===== src/rtl/nibble_loop_sequencer_if.sv =====
// ALU command/control types and the request/response/loop bundle shared by the
// nibble loop sequencer and whatever sits on either side of it.
package nls_pkg;
   typedef enum logic [2:0] {
      ALU_ADD, ALU_SUB, ALU_AND, ALU_OR, ALU_XOR, ALU_XNOR, ALU_RSHFT, ALU_PASS
   } AluCmd;

   typedef struct packed {
      AluCmd cmd;
      logic  carry_in;
      logic  b_inv;
      logic  carry_disable;
   } AluCtrl;
endpackage

interface nibble_loop_sequencer_if #(
   parameter int CNT_W = 5
);
   import nls_pkg::*;

   logic              req_valid;
   logic              req_ready;
   AluCmd             req_cmd;
   logic [31:0]       req_word1;
   logic [31:0]       req_word2;
   logic [2:0]        req_nibbles;
   logic              req_carry_in;
   logic              req_b_inv;
   logic              req_carry_disable;
   logic              req_signed_neg;
   logic              req_check_eq;

   logic              loop_perm_to_count;
   logic [2:0]        loop_nibbles_number;
   AluCtrl            loop_ctrl;
   logic [31:0]       loop_word1;
   logic [31:0]       loop_word2;
   logic [31:0]       loop_preinit;
   logic              loop_check_0xf;
   logic              loop_signed_neg;
   logic              loop_preinit_only;
   logic              loop_busy;
   logic [31:0]       loop_result;
   logic              loop_carry;

   logic              resp_valid;
   logic              resp_ready;
   logic [31:0]       resp_result;
   logic              resp_flag;
   logic              resp_err;
   logic [CNT_W-1:0]  resp_cycles;

   // Sequencer side: drives the loop controls and both handshake replies.
   modport master (
      input  req_valid, req_cmd, req_word1, req_word2, req_nibbles, req_carry_in,
             req_b_inv, req_carry_disable, req_signed_neg, req_check_eq,
             loop_busy, loop_result, loop_carry, resp_ready,
      output req_ready, loop_perm_to_count, loop_nibbles_number, loop_ctrl,
             loop_word1, loop_word2, loop_preinit, loop_check_0xf, loop_signed_neg,
             loop_preinit_only, resp_valid, resp_result, resp_flag, resp_err, resp_cycles
   );

   modport slave (
      output req_valid, req_cmd, req_word1, req_word2, req_nibbles, req_carry_in,
             req_b_inv, req_carry_disable, req_signed_neg, req_check_eq,
             loop_busy, loop_result, loop_carry, resp_ready,
      input  req_ready, loop_perm_to_count, loop_nibbles_number, loop_ctrl,
             loop_word1, loop_word2, loop_preinit, loop_check_0xf, loop_signed_neg,
             loop_preinit_only, resp_valid, resp_result, resp_flag, resp_err, resp_cycles
   );
endinterface


===== src/rtl/nibble_loop_sequencer.sv =====
// Accepts one ALU request, arms the nibble loop for one cycle, runs it under
// timeout supervision and holds the captured result until the response handshake.
module nibble_loop_sequencer
   import nls_pkg::*;
#(
   parameter int TIMEOUT_CYCLES = 16,
   parameter int CNT_W          = 5
) (
   input  logic                   clk,
   input  logic                   rst_n,
   nibble_loop_sequencer_if.master bus
);

   typedef enum logic [1:0] {S_IDLE, S_ARM, S_RUN, S_DONE} state_t;

   localparam logic [CNT_W-1:0] CNT_MAX = '1;
   localparam logic [CNT_W-1:0] CNT_TMO = CNT_W'(TIMEOUT_CYCLES);

   state_t            r_state;
   state_t            w_state_nxt;
   logic              r_rst_sync;
   logic [CNT_W-1:0]  r_cnt;
   logic [CNT_W-1:0]  w_cnt_inc;
   logic              w_accept;
   logic              w_capture;
   logic              w_timeout;

   logic              r_req_ready;
   logic              r_perm;
   logic              r_resp_valid;
   logic [2:0]        r_loop_nib;
   AluCtrl            r_loop_ctrl;
   logic [31:0]       r_loop_word1;
   logic [31:0]       r_loop_word2;
   logic [31:0]       r_loop_preinit;
   logic              r_loop_chk;
   logic              r_loop_sneg;
   logic [31:0]       r_resp_result;
   logic              r_resp_flag;
   logic              r_resp_err;
   logic [CNT_W-1:0]  r_resp_cycles;

   // Reset release is retimed so the FSM first moves on the second edge after rst_n rises.
   always_ff @(posedge clk or negedge rst_n) begin
      if (!rst_n) r_rst_sync <= 1'b0;
      else        r_rst_sync <= 1'b1;
   end

   always_comb begin
      w_state_nxt = r_state;
      w_accept    = 1'b0;
      w_capture   = 1'b0;
      w_timeout   = 1'b0;
      w_cnt_inc   = (r_cnt == CNT_MAX) ? r_cnt : r_cnt + 1'b1;
      if (r_rst_sync) begin
         case (r_state)
            S_IDLE: if (bus.req_valid && r_req_ready) begin
               w_accept    = 1'b1;
               w_state_nxt = S_ARM;
            end
            S_ARM:  w_state_nxt = S_RUN;
            S_RUN:  if (!bus.loop_busy) begin
               w_capture   = 1'b1;
               w_state_nxt = S_DONE;
            end else if (w_cnt_inc >= CNT_TMO) begin
               w_timeout   = 1'b1;
               w_state_nxt = S_DONE;
            end
            S_DONE: if (bus.resp_ready && r_resp_valid) w_state_nxt = S_IDLE;
            default: w_state_nxt = S_IDLE;
         endcase
      end
   end

   // Control outputs are decoded from the next state so they are registered.
   always_ff @(posedge clk or negedge rst_n) begin
      if (!rst_n) begin
         r_state      <= S_IDLE;
         r_req_ready  <= 1'b1;
         r_perm       <= 1'b0;
         r_resp_valid <= 1'b0;
         r_cnt        <= '0;
      end else begin
         r_state      <= w_state_nxt;
         r_req_ready  <= (w_state_nxt == S_IDLE);
         r_perm       <= (w_state_nxt == S_RUN);
         r_resp_valid <= (w_state_nxt == S_DONE);
         if (r_state == S_ARM)
            r_cnt <= '0;
         else if (r_state == S_RUN && bus.loop_busy)
            r_cnt <= w_cnt_inc;
      end
   end

   always_ff @(posedge clk or negedge rst_n) begin
      if (!rst_n) begin
         r_loop_nib     <= '0;
         r_loop_ctrl    <= '0;
         r_loop_word1   <= '0;
         r_loop_word2   <= '0;
         r_loop_preinit <= '0;
         r_loop_chk     <= 1'b0;
         r_loop_sneg    <= 1'b0;
         r_resp_result  <= '0;
         r_resp_flag    <= 1'b0;
         r_resp_err     <= 1'b0;
         r_resp_cycles  <= '0;
      end else begin
         if (w_accept) begin
            r_loop_nib                <= bus.req_nibbles;
            r_loop_ctrl.cmd           <= bus.req_cmd;
            r_loop_ctrl.carry_in      <= bus.req_carry_in;
            r_loop_ctrl.b_inv         <= bus.req_b_inv;
            r_loop_ctrl.carry_disable <= bus.req_carry_disable;
            r_loop_word1              <= bus.req_word1;
            r_loop_word2              <= bus.req_word2;
            r_loop_preinit            <= (bus.req_cmd == ALU_RSHFT) ? '0 : bus.req_word1;
            r_loop_chk                <= bus.req_check_eq;
            r_loop_sneg               <= bus.req_signed_neg;
         end
         if (w_capture) begin
            r_resp_result <= bus.loop_result;
            r_resp_flag   <= bus.loop_carry;
            r_resp_err    <= 1'b0;
            r_resp_cycles <= r_cnt;
         end else if (w_timeout) begin
            r_resp_result <= '0;
            r_resp_flag   <= 1'b0;
            r_resp_err    <= 1'b1;
            r_resp_cycles <= w_cnt_inc;
         end
      end
   end

   assign bus.req_ready           = r_req_ready;
   assign bus.loop_perm_to_count  = r_perm;
   assign bus.loop_nibbles_number = r_loop_nib;
   assign bus.loop_ctrl           = r_loop_ctrl;
   assign bus.loop_word1          = r_loop_word1;
   assign bus.loop_word2          = r_loop_word2;
   assign bus.loop_preinit        = r_loop_preinit;
   assign bus.loop_check_0xf      = r_loop_chk;
   assign bus.loop_signed_neg     = r_loop_sneg;
   assign bus.loop_preinit_only   = 1'b0;
   assign bus.resp_valid          = r_resp_valid;
   assign bus.resp_result         = r_resp_result;
   assign bus.resp_flag           = r_resp_flag;
   assign bus.resp_err            = r_resp_err;
   assign bus.resp_cycles         = r_resp_cycles;

endmodule


===== src/flat_wrapper.sv =====
// flat-port wrapper written by rule: the top's interface ports become plain ports
module nibble_loop_sequencer_flat import nls_pkg::*;
#(
   parameter int TIMEOUT_CYCLES = 16,
   parameter int CNT_W          = 5
)
  (clk, rst_n, bus_req_valid, bus_req_cmd, bus_req_word1, bus_req_word2, bus_req_nibbles, bus_req_carry_in, bus_req_b_inv, bus_req_carry_disable, bus_req_signed_neg, bus_req_check_eq, bus_loop_busy, bus_loop_result, bus_loop_carry, bus_resp_ready, bus_req_ready, bus_loop_perm_to_count, bus_loop_nibbles_number, bus_loop_ctrl, bus_loop_word1, bus_loop_word2, bus_loop_preinit, bus_loop_check_0xf, bus_loop_signed_neg, bus_loop_preinit_only, bus_resp_valid, bus_resp_result, bus_resp_flag, bus_resp_err, bus_resp_cycles);
  nibble_loop_sequencer_if #(.CNT_W(CNT_W)) bus_i ();
  input  logic clk;
  input  logic rst_n;
  input wire logic [$bits(bus_i.req_valid)-1:0] bus_req_valid;
  input wire logic [$bits(bus_i.req_cmd)-1:0] bus_req_cmd;
  input wire logic [$bits(bus_i.req_word1)-1:0] bus_req_word1;
  input wire logic [$bits(bus_i.req_word2)-1:0] bus_req_word2;
  input wire logic [$bits(bus_i.req_nibbles)-1:0] bus_req_nibbles;
  input wire logic [$bits(bus_i.req_carry_in)-1:0] bus_req_carry_in;
  input wire logic [$bits(bus_i.req_b_inv)-1:0] bus_req_b_inv;
  input wire logic [$bits(bus_i.req_carry_disable)-1:0] bus_req_carry_disable;
  input wire logic [$bits(bus_i.req_signed_neg)-1:0] bus_req_signed_neg;
  input wire logic [$bits(bus_i.req_check_eq)-1:0] bus_req_check_eq;
  input wire logic [$bits(bus_i.loop_busy)-1:0] bus_loop_busy;
  input wire logic [$bits(bus_i.loop_result)-1:0] bus_loop_result;
  input wire logic [$bits(bus_i.loop_carry)-1:0] bus_loop_carry;
  input wire logic [$bits(bus_i.resp_ready)-1:0] bus_resp_ready;
  output wire logic [$bits(bus_i.req_ready)-1:0] bus_req_ready;
  output wire logic [$bits(bus_i.loop_perm_to_count)-1:0] bus_loop_perm_to_count;
  output wire logic [$bits(bus_i.loop_nibbles_number)-1:0] bus_loop_nibbles_number;
  output wire logic [$bits(bus_i.loop_ctrl)-1:0] bus_loop_ctrl;
  output wire logic [$bits(bus_i.loop_word1)-1:0] bus_loop_word1;
  output wire logic [$bits(bus_i.loop_word2)-1:0] bus_loop_word2;
  output wire logic [$bits(bus_i.loop_preinit)-1:0] bus_loop_preinit;
  output wire logic [$bits(bus_i.loop_check_0xf)-1:0] bus_loop_check_0xf;
  output wire logic [$bits(bus_i.loop_signed_neg)-1:0] bus_loop_signed_neg;
  output wire logic [$bits(bus_i.loop_preinit_only)-1:0] bus_loop_preinit_only;
  output wire logic [$bits(bus_i.resp_valid)-1:0] bus_resp_valid;
  output wire logic [$bits(bus_i.resp_result)-1:0] bus_resp_result;
  output wire logic [$bits(bus_i.resp_flag)-1:0] bus_resp_flag;
  output wire logic [$bits(bus_i.resp_err)-1:0] bus_resp_err;
  output wire logic [$bits(bus_i.resp_cycles)-1:0] bus_resp_cycles;
  assign bus_i.req_valid = bus_req_valid;
  assign bus_i.req_cmd = bus_req_cmd;
  assign bus_i.req_word1 = bus_req_word1;
  assign bus_i.req_word2 = bus_req_word2;
  assign bus_i.req_nibbles = bus_req_nibbles;
  assign bus_i.req_carry_in = bus_req_carry_in;
  assign bus_i.req_b_inv = bus_req_b_inv;
  assign bus_i.req_carry_disable = bus_req_carry_disable;
  assign bus_i.req_signed_neg = bus_req_signed_neg;
  assign bus_i.req_check_eq = bus_req_check_eq;
  assign bus_i.loop_busy = bus_loop_busy;
  assign bus_i.loop_result = bus_loop_result;
  assign bus_i.loop_carry = bus_loop_carry;
  assign bus_i.resp_ready = bus_resp_ready;
  assign bus_req_ready = bus_i.req_ready;
  assign bus_loop_perm_to_count = bus_i.loop_perm_to_count;
  assign bus_loop_nibbles_number = bus_i.loop_nibbles_number;
  assign bus_loop_ctrl = bus_i.loop_ctrl;
  assign bus_loop_word1 = bus_i.loop_word1;
  assign bus_loop_word2 = bus_i.loop_word2;
  assign bus_loop_preinit = bus_i.loop_preinit;
  assign bus_loop_check_0xf = bus_i.loop_check_0xf;
  assign bus_loop_signed_neg = bus_i.loop_signed_neg;
  assign bus_loop_preinit_only = bus_i.loop_preinit_only;
  assign bus_resp_valid = bus_i.resp_valid;
  assign bus_resp_result = bus_i.resp_result;
  assign bus_resp_flag = bus_i.resp_flag;
  assign bus_resp_err = bus_i.resp_err;
  assign bus_resp_cycles = bus_i.resp_cycles;
  nibble_loop_sequencer #(.TIMEOUT_CYCLES(TIMEOUT_CYCLES), .CNT_W(CNT_W)) u_core (.clk(clk), .rst_n(rst_n), .bus(bus_i));
endmodule

===== config.mk =====
export PLATFORM = sky130hd
export DESIGN_NAME = nibble_loop_sequencer_flat
export DESIGN_NICKNAME = d
export VERILOG_FILES = /design/src/rtl/nibble_loop_sequencer_if.sv /design/src/rtl/nibble_loop_sequencer.sv /design/src/flat_wrapper.sv
export SDC_FILE = /design/constraint.sdc
export NUM_CORES = 1
export LEC_CHECK = 0
export CAP_MARGIN = 20
export CORE_MARGIN = 4
export CORE_UTILIZATION = 45
export DETAILED_ROUTE_END_ITERATION = 6
export GPL_TIMING_DRIVEN = 0
export PLACE_DENSITY = 0.85
export SYNTH_ARGS = -nofsm -noshare
export SYNTH_HDL_FRONTEND = slang
export SYNTH_SLANG_ARGS = --single-unit

===== constraint.sdc =====
create_clock -name clk -period 4 [get_ports clk]
set_clock_uncertainty 0.1 [all_clocks]
set_input_delay 0.6 -clock clk [delete_from_list [all_inputs] [get_ports clk]]
set_output_delay 0.6 -clock clk [all_outputs]
set_load 0.005 [all_outputs]

Word level (Yosys, flattened, before mapping)

Index checks and enable logic that the tools add are counted.

Add/subtract/negate cells: 1
Magnitude comparators: 1
Eq/ne operators: 7
Mux-type cells: 28
Reductions and logical operators: 7

Operators by type and width:

| operator                                                 | count |
|---|---|
| two-way mux 32 bit                                       | 3 |
| two-way mux 5 bit                                        | 5 |
| two-way mux 1 bit                                        | 14 |
| two-way mux 2 bit                                        | 5 |
| equality test 2 bit, second input constant               | 4 |
| case mux 2 bit (4 select lines)                          | 1 |
| adder 5 x 1 -> 5 bit, second input constant              | 1 |
| equality test 5 bit, second input constant               | 1 |
| greater-or-equal comparator 5 bit, second input constant | 1 |
| logical NOT 2 bit                                        | 2 |
| nonzero test 2 bit                                       | 2 |
| equality test 3 bit, second input constant               | 1 |
| logical AND 1 bit                                        | 3 |
| equality test 2 x 1 -> 1 bit, second input constant      | 1 |

Flip-flop bits (word level): 157
Bits of input ports: 113
Output and inout port bits: 150
Logic and storage cells: 64

Longest topological paths before layout

Gate-level depths: netlist of the first run.

Depth in word-level cells: 9
Depth in mapped cells: 7
Gate-level depth less buffers: 5

Least setup slack after synthesis of the first run

No wires, ideal clock.

Kind: input-to-reg
From: input bus_loop_busy
To: register u_core.r_resp_cycles[4] (netlist: u_core.bus.resp_cycles[4])
Setup time: 0.124 ns
Data arrival time: 1.400 ns
Required time: 3.776 ns
Slack: 2.376 ns
Stages: 4
Path buffers: 2
Path through: buf_2 -> nor4_4 -> buf_2 -> a21oi_1

Cells in the longest elaborated chain, start to end: 4
Elaborated cells between the ends (all ways): 8
Those cells by class: 7 x mux; 1 x reduce/logical

Ends and longest elaborated chain:

| item                                                           | line                         | RTL |
|---|---|---|
| start: declaration                                             | flat_wrapper.sv:21           | `input wire logic [$bits(bus_i.loop_busy)-1:0] bus_loop_busy;` |
| two-way mux 1 bit                                              | nibble_loop_sequencer.sv:62  | `S_RUN: if (!bus.loop_busy) begin` |
| two-way mux 1 bit                                              | nibble_loop_sequencer.sv:56  | `case (r_state)` |
| two-way mux 1 bit                                              | nibble_loop_sequencer.sv:55  | `if (r_rst_sync) begin` |
| two-way mux 5 bit / nonzero test 2 bit (equally long branches) | -                            |  |
| end signal: assignment                                         | nibble_loop_sequencer.sv:125 | `r_resp_cycles <= r_cnt;` |
| end signal: assignment                                         | nibble_loop_sequencer.sv:130 | `r_resp_cycles <= w_cnt_inc;` |
| end: declaration                                               | nibble_loop_sequencer.sv:41  | `logic [CNT_W-1:0] r_resp_cycles;` |

Parallel ways exist; a longest one is shown, timed or not.
A chain may end at the register's enable or synchronous reset.

Worst setup path in the final report of the first run

From: register u_core.r_req_ready (netlist: u_core.bus.req_ready)
To: output bus_req_ready

RTL lines:

| item                     | line                        | RTL |
|---|---|---|
| start: declaration       | nibble_loop_sequencer.sv:28 | `logic r_req_ready;` |
| start signal: assignment | nibble_loop_sequencer.sv:85 | `r_req_ready <= (w_state_nxt == S_IDLE);` |
| end: declaration         | flat_wrapper.sv:25          | `output wire logic [$bits(bus_i.req_ready)-1:0] bus_req_ready;` |

No word-level cell between the ends.

==> results of run 1 <==
-- state kept, by name (all words and copies together), names as in the netlist, 2 cells and up --
| signal | count |
|---|---|
| u_core.bus.loop_nibbles_number | 3 |
| u_core.bus.loop_preinit | 32 |
| u_core.bus.loop_word1 | 32 |
| u_core.bus.loop_word2 | 32 |
| u_core.bus.loop_ctrl | 6 |
| u_core.bus.resp_result | 32 |
| u_core.r_cnt | 5 |
| u_core.r_state | 2 |
| u_core.bus.resp_cycles | 5 |
-- metal layers --
metal,global-route usage (%),part of all wire (%)
met2,39.6,49
met5,0,0
met4,8.51,2.2
met1,29.6,40
met3,8.40,8.7
-- layout make-up --
class | instances | area share, %
Multi-Input combinational cell | 420 | 20.4
Inverter | 5 | 0.197
Buffer | 39 | 2.14
Timing Repair Buffer | 261 | 27.6
Tap cell | 176 | 2.31
Clock inverter | 10 | 0.933
Sequential cell | 157 | 41.3
Clock buffer | 22 | 5.09
-- power breakdown --
part / switching (mW) / internal [mW] / leakage, nW / total [mW]
clock: 0.620 / 0.919 / 0.274 / 1.54
sequential: 0.363 / 2.22 / 2.10 / 2.59
combinational: 0.893 / 1.45 / 2.31 / 2.34
-- cells by family after synthesis --
kind of cell,Yosys count,share of synthesized area (%)
xor gates and xnor gates,1,0.144
and+or+nand+nor,351,23.4
DFF,157,64.5
other,2,0.123
buffers and inverters,44,3.65
AOI/OAI and AO/OA,65,8.06
adders and majority gates,1,0.205
-- cells in the mapped netlist (all sizes together) (2+ instances only) --
master	count	area [um2]
conb	2	7.51
buf	27	159
a22o	35	307
nand4	2	18.8
nor2	6	22.5
a21oi	11	55.1
a211oi	3	22.5
nand3	36	180
and4	2	17.5
a31oi	2	12.5
clkbuf	12	45.0
o21ai	7	35.0
and3	2	12.5
and2b	2	15.0
inv	5	18.8
o211ai	2	20.0
dfrtp	156	3900
nand2	296	1110
-- through the flow --
step	setup slack, ns	hold WS (ns)	power [mW]	setup TNS, ns
2_1_floorplan	2.38	0.204	3.30	0
3_3_place_gp	-4.11	0.348	4.88	-641.56
3_5_place_dp	1.70	0.355	4.96	0
4_1_cts	1.79	0.133	6.53	0
5_1_grt	1.77	0.158	6.85	0
6_report	1.81	0.103	6.46	0
-- final timing paths --
kind	from	to	cells after the start
setup reg to reg	u_core.r_cnt[0]	u_core.bus.resp_result[6]	5
min in group clk	u_core.bus.loop_preinit[10]	u_core.bus.loop_preinit[10]	2
max in group asynchronous	rst_n	u_core.bus.loop_word2[6]	2
hold / removal	rst_n	u_core.bus.loop_preinit[28]	1
setup / recovery	u_core.bus.req_ready	bus_req_ready	1
hold reg to reg	u_core.bus.loop_preinit[10]	u_core.bus.loop_preinit[10]	2
==> metrics.cfg, run 1 <==
[layout]
seqCellArea_um2=3930
fin_cells=1090
layout-drive-gt1-share_pct=7.00
utilization_pct=71.9
multi_input_area_um2=1940
nNetsFinal=1015
antenna_cells=0
design_area_um2=9520
final_common_cell=nand2_1
mostFrequentLayoutCells=296 x nand2_1, 259 x clkdlybuf4s50_1, 156 x dfrtp_1
area_growth_pct=56.2
nFillCells=987

[clocking]
clk_latency_ns=0.41
post-cts-setup-buffers=0
cts_root_buffer=clkbuf_16
cts_buffers=17
ctsHoldBuffers=0
cts_max_path_buffers=2
htree_levels=4
cts.clk_slew.worst_paths_ns=0.06
cts-resized-gates=0
cts_tree=done
clkSinkCount=157

[sta]
worst_slew_margin_rel_pct=52.2
fmax_mhz=457
hold_viol_final=0
worst_slew_pin_slew_ns=0.718
rsz0062_at_grt=no
min_period_ns=2.19
fin_crit_sh_pct=54.7
slew_viol_final=0
setup_viol=0

[global_routing]
grt_max_degree=80
grt_pass1_vias=5483
track_usage_pct=24.1
antenna_found_initial=0
grt_pass1_wl_um=29600
overflow=0

[logic_synthesis]
avgSynthCellArea_um2=9.82
ys_warn_count=0
netlist_area_um2=6100
syn_nets=735
synth.yosys.seq_area_share_pct=64.5
synth_seq_cells=157
synth_edf_count=0
netlist_instances=621
ys_async_sr_fraction_pct=100
ys_types=35
ys.flop_type=dfrtp_1

[run]
cap_violations=0

[setup_path]
path_max_fanout=3
crit_slowest_cell=dfstp_2
crit_required_ns=3.30
startpoint_type=flop
critPathTopFamily=flip-flops
cp_cell_sequence=clkdlybuf4s50_1
endpoint_kind=output port
cp_data_arrival_time_ns=1.49
reg2reg_setup_slack_ns=2.08
cpPeakStageDelay_ns=0.55
critical_path_class=flop to output port
cp.buffers_inverters=1

[worst_hold_path]
hp-class=input pin to async pin

[routing]
drc_errors=0
via_count=5390
drtIter0Drc=255
firstDrtPassIters=5
ant_nets=0
viasPerCell=4.94
wl_per_cell_um=16.9
wl_um=18400

[outcome]
status=finished clean

[die]
initial_core_util_pct=46.0
die_area_um2=15500
die_height_um=124
io_pins=263
coreArea_um2=13200
rows=42
die_x_um=124

[placement]
placed_area_um2=8950
place_inst=1058
hpwlAfterDp_um=13700
place_congestion=0.870
port_buffers=260

[power]
peakVddDrop_v=0.000356
power.density_nw_per_um2=679
p_leak_nw=4.69

(Power assumes the default switching activity.)
==> run 2, diff against run 1 <==
Settings changed: CORE_UTILIZATION 45 to 38, PLACE_DENSITY 0.85 to 0.76.
Clock period 4 ns to 2 ns, I/O delays scaled along.
==> run 2 against run 1 <==
  * Worst hold slack better by 0.18 ns
  * Global-route usage is 3.6 points lower
  * Power is 100% higher
  * Via count is 0.50% lower
  * Clock power is 120% higher
  * Sequential share of layout area is 0.55 points lower
  * Sequential power is 99% higher
  * Critical path type is now flop to flop
==> metrics.cfg, run 2 (same netlist as run 1, synthesis figures left out) <==
[routing]
drc_errors=0  ; unchanged
ant_nets=0  ; unchanged
firstDrtPassIters=4  ; -1
wl_um=18500  ; +0.36%
drtIter0Drc=190  ; -25%
wl_per_cell_um=16.4  ; -3.2%
viasPerCell=4.75  ; -4.0%
via_count=5363  ; -0.50%

[sta]
min_period_ns=1.88
rsz0062_at_grt=no
hold_viol_final=0  ; unchanged
slew_viol_final=0  ; unchanged
worst_slew_pin_slew_ns=0.660  ; -0.0580 ns
fmax_mhz=532
setup_viol=0  ; unchanged
worst_slew_margin_rel_pct=56.0  ; +3.9 points
fin_crit_sh_pct=93.9

[worst_hold_path]
hp-class=input pin to flop

[placement]
hpwlAfterDp_um=13800  ; +0.98%
port_buffers=260  ; unchanged
place_congestion=0.829  ; -4.7%
place_inst=1098  ; +3.8%

[global_routing]
overflow=0  ; unchanged
track_usage_pct=20.5  ; -3.6 points
grt_pass1_wl_um=29200  ; -1.3%
antenna_found_initial=0  ; unchanged
grt_max_degree=85  ; +6.3%
grt_pass1_vias=5589  ; +1.9%

[setup_path]
endpoint_kind=flop
critical_path_class=flop to flop
crit_required_ns=2.18  ; -1.12 ns
cp_data_arrival_time_ns=2.06  ; +0.57 ns
startpoint_type=flop
path_max_fanout=10  ; +7

[power]
swShare_pct=28.7  ; -0.36 points
p_leak_nw=4.72  ; +0.78%
peakVddDrop_v=0.000716  ; +100%
p_comb_share_pct=35.5  ; -0.7 points
power.density_nw_per_um2=1360  ; +100%
intPower_mw=9.39  ; +100%
switching_power_mw=3.77  ; +100%
p_clk_share_pct=25.4  ; +1.6 points
finalPower_mw=13.2  ; +100%
pwr-share-seq_pct=39.2  ; -0.8 points

[clocking]
clk_latency_ns=0.40  ; about the same
cts_max_path_buffers=2  ; unchanged
cts_tree=done
htree_levels=4  ; unchanged
cts_root_buffer=clkbuf_16
clkSinkCount=157  ; unchanged
post-cts-setup-buffers=0  ; unchanged
cts_buffers=17  ; unchanged
cts.clk_slew.worst_paths_ns=0.06  ; about the same

[layout]
nNetsFinal=1016  ; +0.099%
antenna_cells=0  ; unchanged
final_common_cell=nand2_1
area_growth_pct=58.3
seqCellArea_um2=3930  ; unchanged
layout-drive-gt1-share_pct=6.89  ; -0.11 points
mostFrequentLayoutCells=296 x nand2_1, 258 x clkdlybuf4s50_1, 156 x dfrtp_1
nFillCells=1336  ; +35%
fin_cells=1130  ; +3.7%
multi_input_area_um2=1960  ; +0.90%

[die]
initial_core_util_pct=38.5  ; -7.5 points
io_pins=263  ; unchanged
die_height_um=135  ; +8.3%
die_area_um2=18100  ; +17%
die_x_um=135  ; +8.3%
rows=46  ; +9.5%
coreArea_um2=15800  ; +20%

[outcome]
status=finished clean

[run]
cap_violations=0  ; unchanged

run 2: worst paths after layout:
| path | slack, ns | endpoint | start | cells after the start |
|---|---|---|---|---|
| setup / recovery | 0.12 | u_core.bus.resp_cycles[3] | u_core.r_cnt[0] | 5 |
| setup reg to reg | 0.12 | u_core.bus.resp_cycles[3] | u_core.r_cnt[0] | 5 |
| hold / removal | 0.28 | u_core.r_cnt[2] | bus_loop_busy | 5 |
| max in group asynchronous | 0.62 | u_core.bus.req_ready | rst_n | 3 |
| hold reg to reg | 0.37 | u_core.bus.loop_preinit[20] | u_core.bus.loop_preinit[20] | 2 |
| min in group asynchronous | 0.36 | u_core.bus.loop_word2[31] | rst_n | 2 |
run 2: repair_timing:
item,in CTS,in global routing
hold endpoints to repair,83,0
gates cloned,0,0
setup endpoints to repair,5,46
hold buffers,1,0
gates resized for setup,1,4
run 2: metrics by stage:
stage,util [%],setup TNS [ns],hold slack [ns],setup slack [ns],cell area [um2]
4_1_cts,60.8,0,0.244,0.000481,9630
2_1_floorplan,-,0,-0.0956,0.387,6100
5_1_grt,61.0,0,0.299,0.0284,9650
3_5_place_dp,56.9,-1.38,0.245,-0.0811,9000
3_3_place_gp,56.7,-928.69,0.349,-5.93,8970
6_report,61.0,0,0.280,0.122,9650
run 2: layer usage:
metal  vias to the layer above  global-route usage [%]  share of wire [%]
met1                      2549                    24.5                 41
met2                       223                    33.3                 47
met4                         0                    6.79                1.6
li1                       2573                       -                  -
met3                        18                    9.20                 11
met5                         -                       0                  0
run 2: area by class of cell:
cell class / instances / share of cell area (%)
Clock inverter: 11 / 1.62
Timing Repair Buffer: 262 / 27.4
Multi-Input combinational cell: 420 / 20.3
Tap cell: 216 / 2.80
Buffer: 39 / 2.17
Sequential cell: 157 / 40.7
Clock buffer: 20 / 4.73
Inverter: 5 / 0.194
run 2: critical path, stage by stage, from the launching register on:
cell and delay (ns):
dfrtp_1 0.44, ha_1 0.28, and3_1 0.25, o211ai_4 0.28
buf_2 0.27, o21ai_0 0.12
run 2: power groups by stage:
stage          sequential (mW)  combinational, mW  clock (mW)
2_1_floorplan             5.26               1.34           0
3_3_place_gp              5.15               4.62           0
3_5_place_dp              5.20               4.71           0
4_1_cts                   5.16               4.75        3.42
5_1_grt                   5.33               5.13        3.56
6_report                  5.16               4.67        3.34
==> patch, RTL diff (config.mk and constraints of run 2) <==
The 4 states of `state_t` get a one-hot encoding in 4 bits.
--- a/src/rtl/nibble_loop_sequencer.sv
+++ b/src/rtl/nibble_loop_sequencer.sv
@@ -11,7 +11,7 @@
    nibble_loop_sequencer_if.master bus
 );
 
-   typedef enum logic [1:0] {S_IDLE, S_ARM, S_RUN, S_DONE} state_t;
+   typedef enum logic [3:0] {S_IDLE = 4'b0001, S_ARM = 4'b0010, S_RUN = 4'b0100, S_DONE = 4'b1000} state_t;
 
    localparam logic [CNT_W-1:0] CNT_MAX = '1;
    localparam logic [CNT_W-1:0] CNT_TMO = CNT_W'(TIMEOUT_CYCLES);
Formal check against the unedited RTL: same outputs for any inputs over 4 cycles, from zero or initial values and one cycle with rst_n low; so few cycles prove little.
==> patch against run 2 <==
  * The flow now finishes with violations (setup timing)
  * Via count up 6.6%
  * Fmax fell by 6.5%
  * Critical endpoint is now u_core.bus.resp_valid$_DFF_PN0_
  * Hold slack improved by 0.027 ns
  * Sequential cell count increased by 2
  * Worst setup slack got worse by 0.13 ns
  * Combinational power is 20% higher
  * Area after synthesis is 5.5% higher
  * Wire length up 5.3%
  * Design area increased by 5.1%
  * Critical path type unchanged
  * Sequential share of layout area down 1.4 points
  * Total power is 11% higher
  * Sequential power grew 6.0%
==> patch: results (changes against run 2) <==
Place
  – Buffers on Ports: 261 (+0.38%)
  – Post-Place Cells: 1,137 (+3.6%)
  – Pre-CTS WS: -0.463 ns (-0.382 ns)
  – RePlAce Congestion: 0.828 (about the same)
  – Detailed placement HPWL: 14,400 µm (+4.4%)

Synth
  – Post-synthesis cell type count: 55 (+57%)
  – Post-synth top cells: nand2_1, dfrtp_1, nand3_1
  – Asr flop ratio synth: 1.00 (unchanged)
  – Gate Count Post-Synth: 655 (+5.5%)
  – Warnings from Yosys: 0 (unchanged)
  – Sequential area share after synthesis: 0.619 (-0.0256)
  – Syn Nets: 769 (+4.6%)
  – Ranking of synthesized cells by area: dfrtp_1, nand2_1, a22o_1, nand3_1, a22o_2

Run status
  – Failing checks: setup timing
  – Status: finished, violations left

Timing
  – Setup Total Neg Slack: -0.00818 ns (-0.00818 ns)
  – Final setup viols: 1 (+1)
  – Slew headroom: 0.584 (+0.0237)
  – Worst Setup Slack, final: -0.00818 ns (-0.130 ns)

Routing
  – Routed len/inst: 16.6 µm (+1.4%)
  – DRT Pass-1 Iters: 5 (+1)
  – DRT iter0 DRCs: 233 (+23%)
  – Total Wirelength: 19,500 µm (+5.3%)
  – Via count: 5,717 (+6.6%)

Setup path
  – Critical R2R Capture: u_core.bus.resp_valid$_DFF_PN0_
  – Reg2reg path depth: 4 (-1)
  – Crit path DAT: 2.26 ns (+0.20 ns)
  – Crit path from: u_core.r_state[1]$_DFF_PN0_

Cells and area
  – Share of layout cells above drive strength 1: 0.107 (+0.0381)
  – FILL cells: 1,365 (+2.2%)

Clocking
  – CTS H-Tree Depth: 4 (unchanged)
  – Clk buf depth: 2 (unchanged)
  – Clk Latency, worst-skew pair: 0.41 ns
  – Root buf cell: clkbuf_16

Power and ir drop
  – Maximum vdd ir drop: 0.648 mV (-9.6%)
  – P_leak: 4.86 nW (+2.8%)

GRT
  – Largest net degree at the start of global routing: 93 (+9.4%)
  – Gr usage total: 0.205 (about the same)
  – First-pass GRT wire length: 31,600 µm (+8.0%)
  – Antenna violations before repair: 0 (unchanged)
  – Vias in the first global route: 5,845 (+4.6%)

Hold path
  – Hold Path End: u_core.bus.loop_word2[5]$_DFFE_PN0P_
  – Min-delay src: bus_req_word2[5]
  – Cell count of the worst hold path: 3 (-2)
  – Hold WC Path Type: in2reg
==> patch: cell types whose count changed in the layout (fill, tap and decap cells not counted), moves of 8 or more <==
cell	run 2	this run
buf_2	20	8
a22o_1	35	23
buf_4	3	11
clkbuf_2	0	12
a22o_2	0	11
==> patch: stage by stage <==
step	total power (W)	hold slack (ns)	area (µm²)
2_1_floorplan	0.00733	-0.0956	6430
3_3_place_gp	0.0109	0.348	9320
3_5_place_dp	0.0111	0.181	9350
4_1_cts	0.0147	0.285	10100
5_1_grt	0.0156	0.303	10100
6_report	0.0146	0.307	10100
==> patch: timing repair <==
item | CTS | global route
pin swaps | 3 | 4
hold endpoints to repair | 65 | 0
hold buffers | 1 | 0
endpoints found under the setup margin | 142 | 119
buffers inserted | 6 | 2
gates resized for setup | 9 | 27
==> patch: how the worst max path moves through the flow <==
stage / to / slack, ns
after detailed placement: u_core.bus.loop_word2[22]$_DFFE_PN0P_ / -0.46
after global routing: u_core.bus.resp_valid$_DFF_PN0_ / -0.04
after CTS: u_core.bus.resp_cycles[0]$_DFFE_PN0P_ / 0.008
after global placement: u_core.bus.loop_word2[22]$_DFFE_PN0P_ / -6.13
final: u_core.bus.resp_valid$_DFF_PN0_ / -0.008
after floorplan: u_core.bus.resp_cycles[0]$_DFFE_PN0P_ / 0.02
==> patch: critical path: stages, from the launching register on <==
cell and delay, ns:
dfrtp_2 0.47, nor4b_2 0.62, o32ai_1 0.16, a22oi_1 0.36, and4bb_1 0.24
==> patch: layer usage <==
layer / vias up / GRT usage / routed length, µm
li1: 2730 / - / -
met1: 2713 / 0.256 / 8210
met2: 246 / 0.327 / 9020
met3: 28 / 0.0853 / 1880
met4: 0 / 0.0660 / 368
met5: - / 0 / 0
==> patch: logic make-up after synthesis <==
kind of cell / synth area share
AOI/OAI and AO/OA: 0.0860
xor gates and xnor gates: 0.00272
adders and majority gates: 0.00194
buffers and inverters: 0.0393
DFF: 0.619
muxes: 0.00642
other: 0.00117
and+or+nand+nor: 0.244
==> patch: where the power goes <==
part,switching (W),internal (W)
logic,0.00218,0.00342
registers,0.000810,0.00466
clock network,0.00132,0.00220
total,0.00431,0.0103
==> patch: cell type report <==
cell class	instances	area share
Buffer	40	0.0247
Clock buffer	20	0.0460
Clock inverter	11	0.0178
Inverter	4	0.00148
Multi-Input combinational cell	448	0.221
Sequential cell	159	0.393
Tap cell	220	0.0272
Timing Repair Buffer	271	0.269
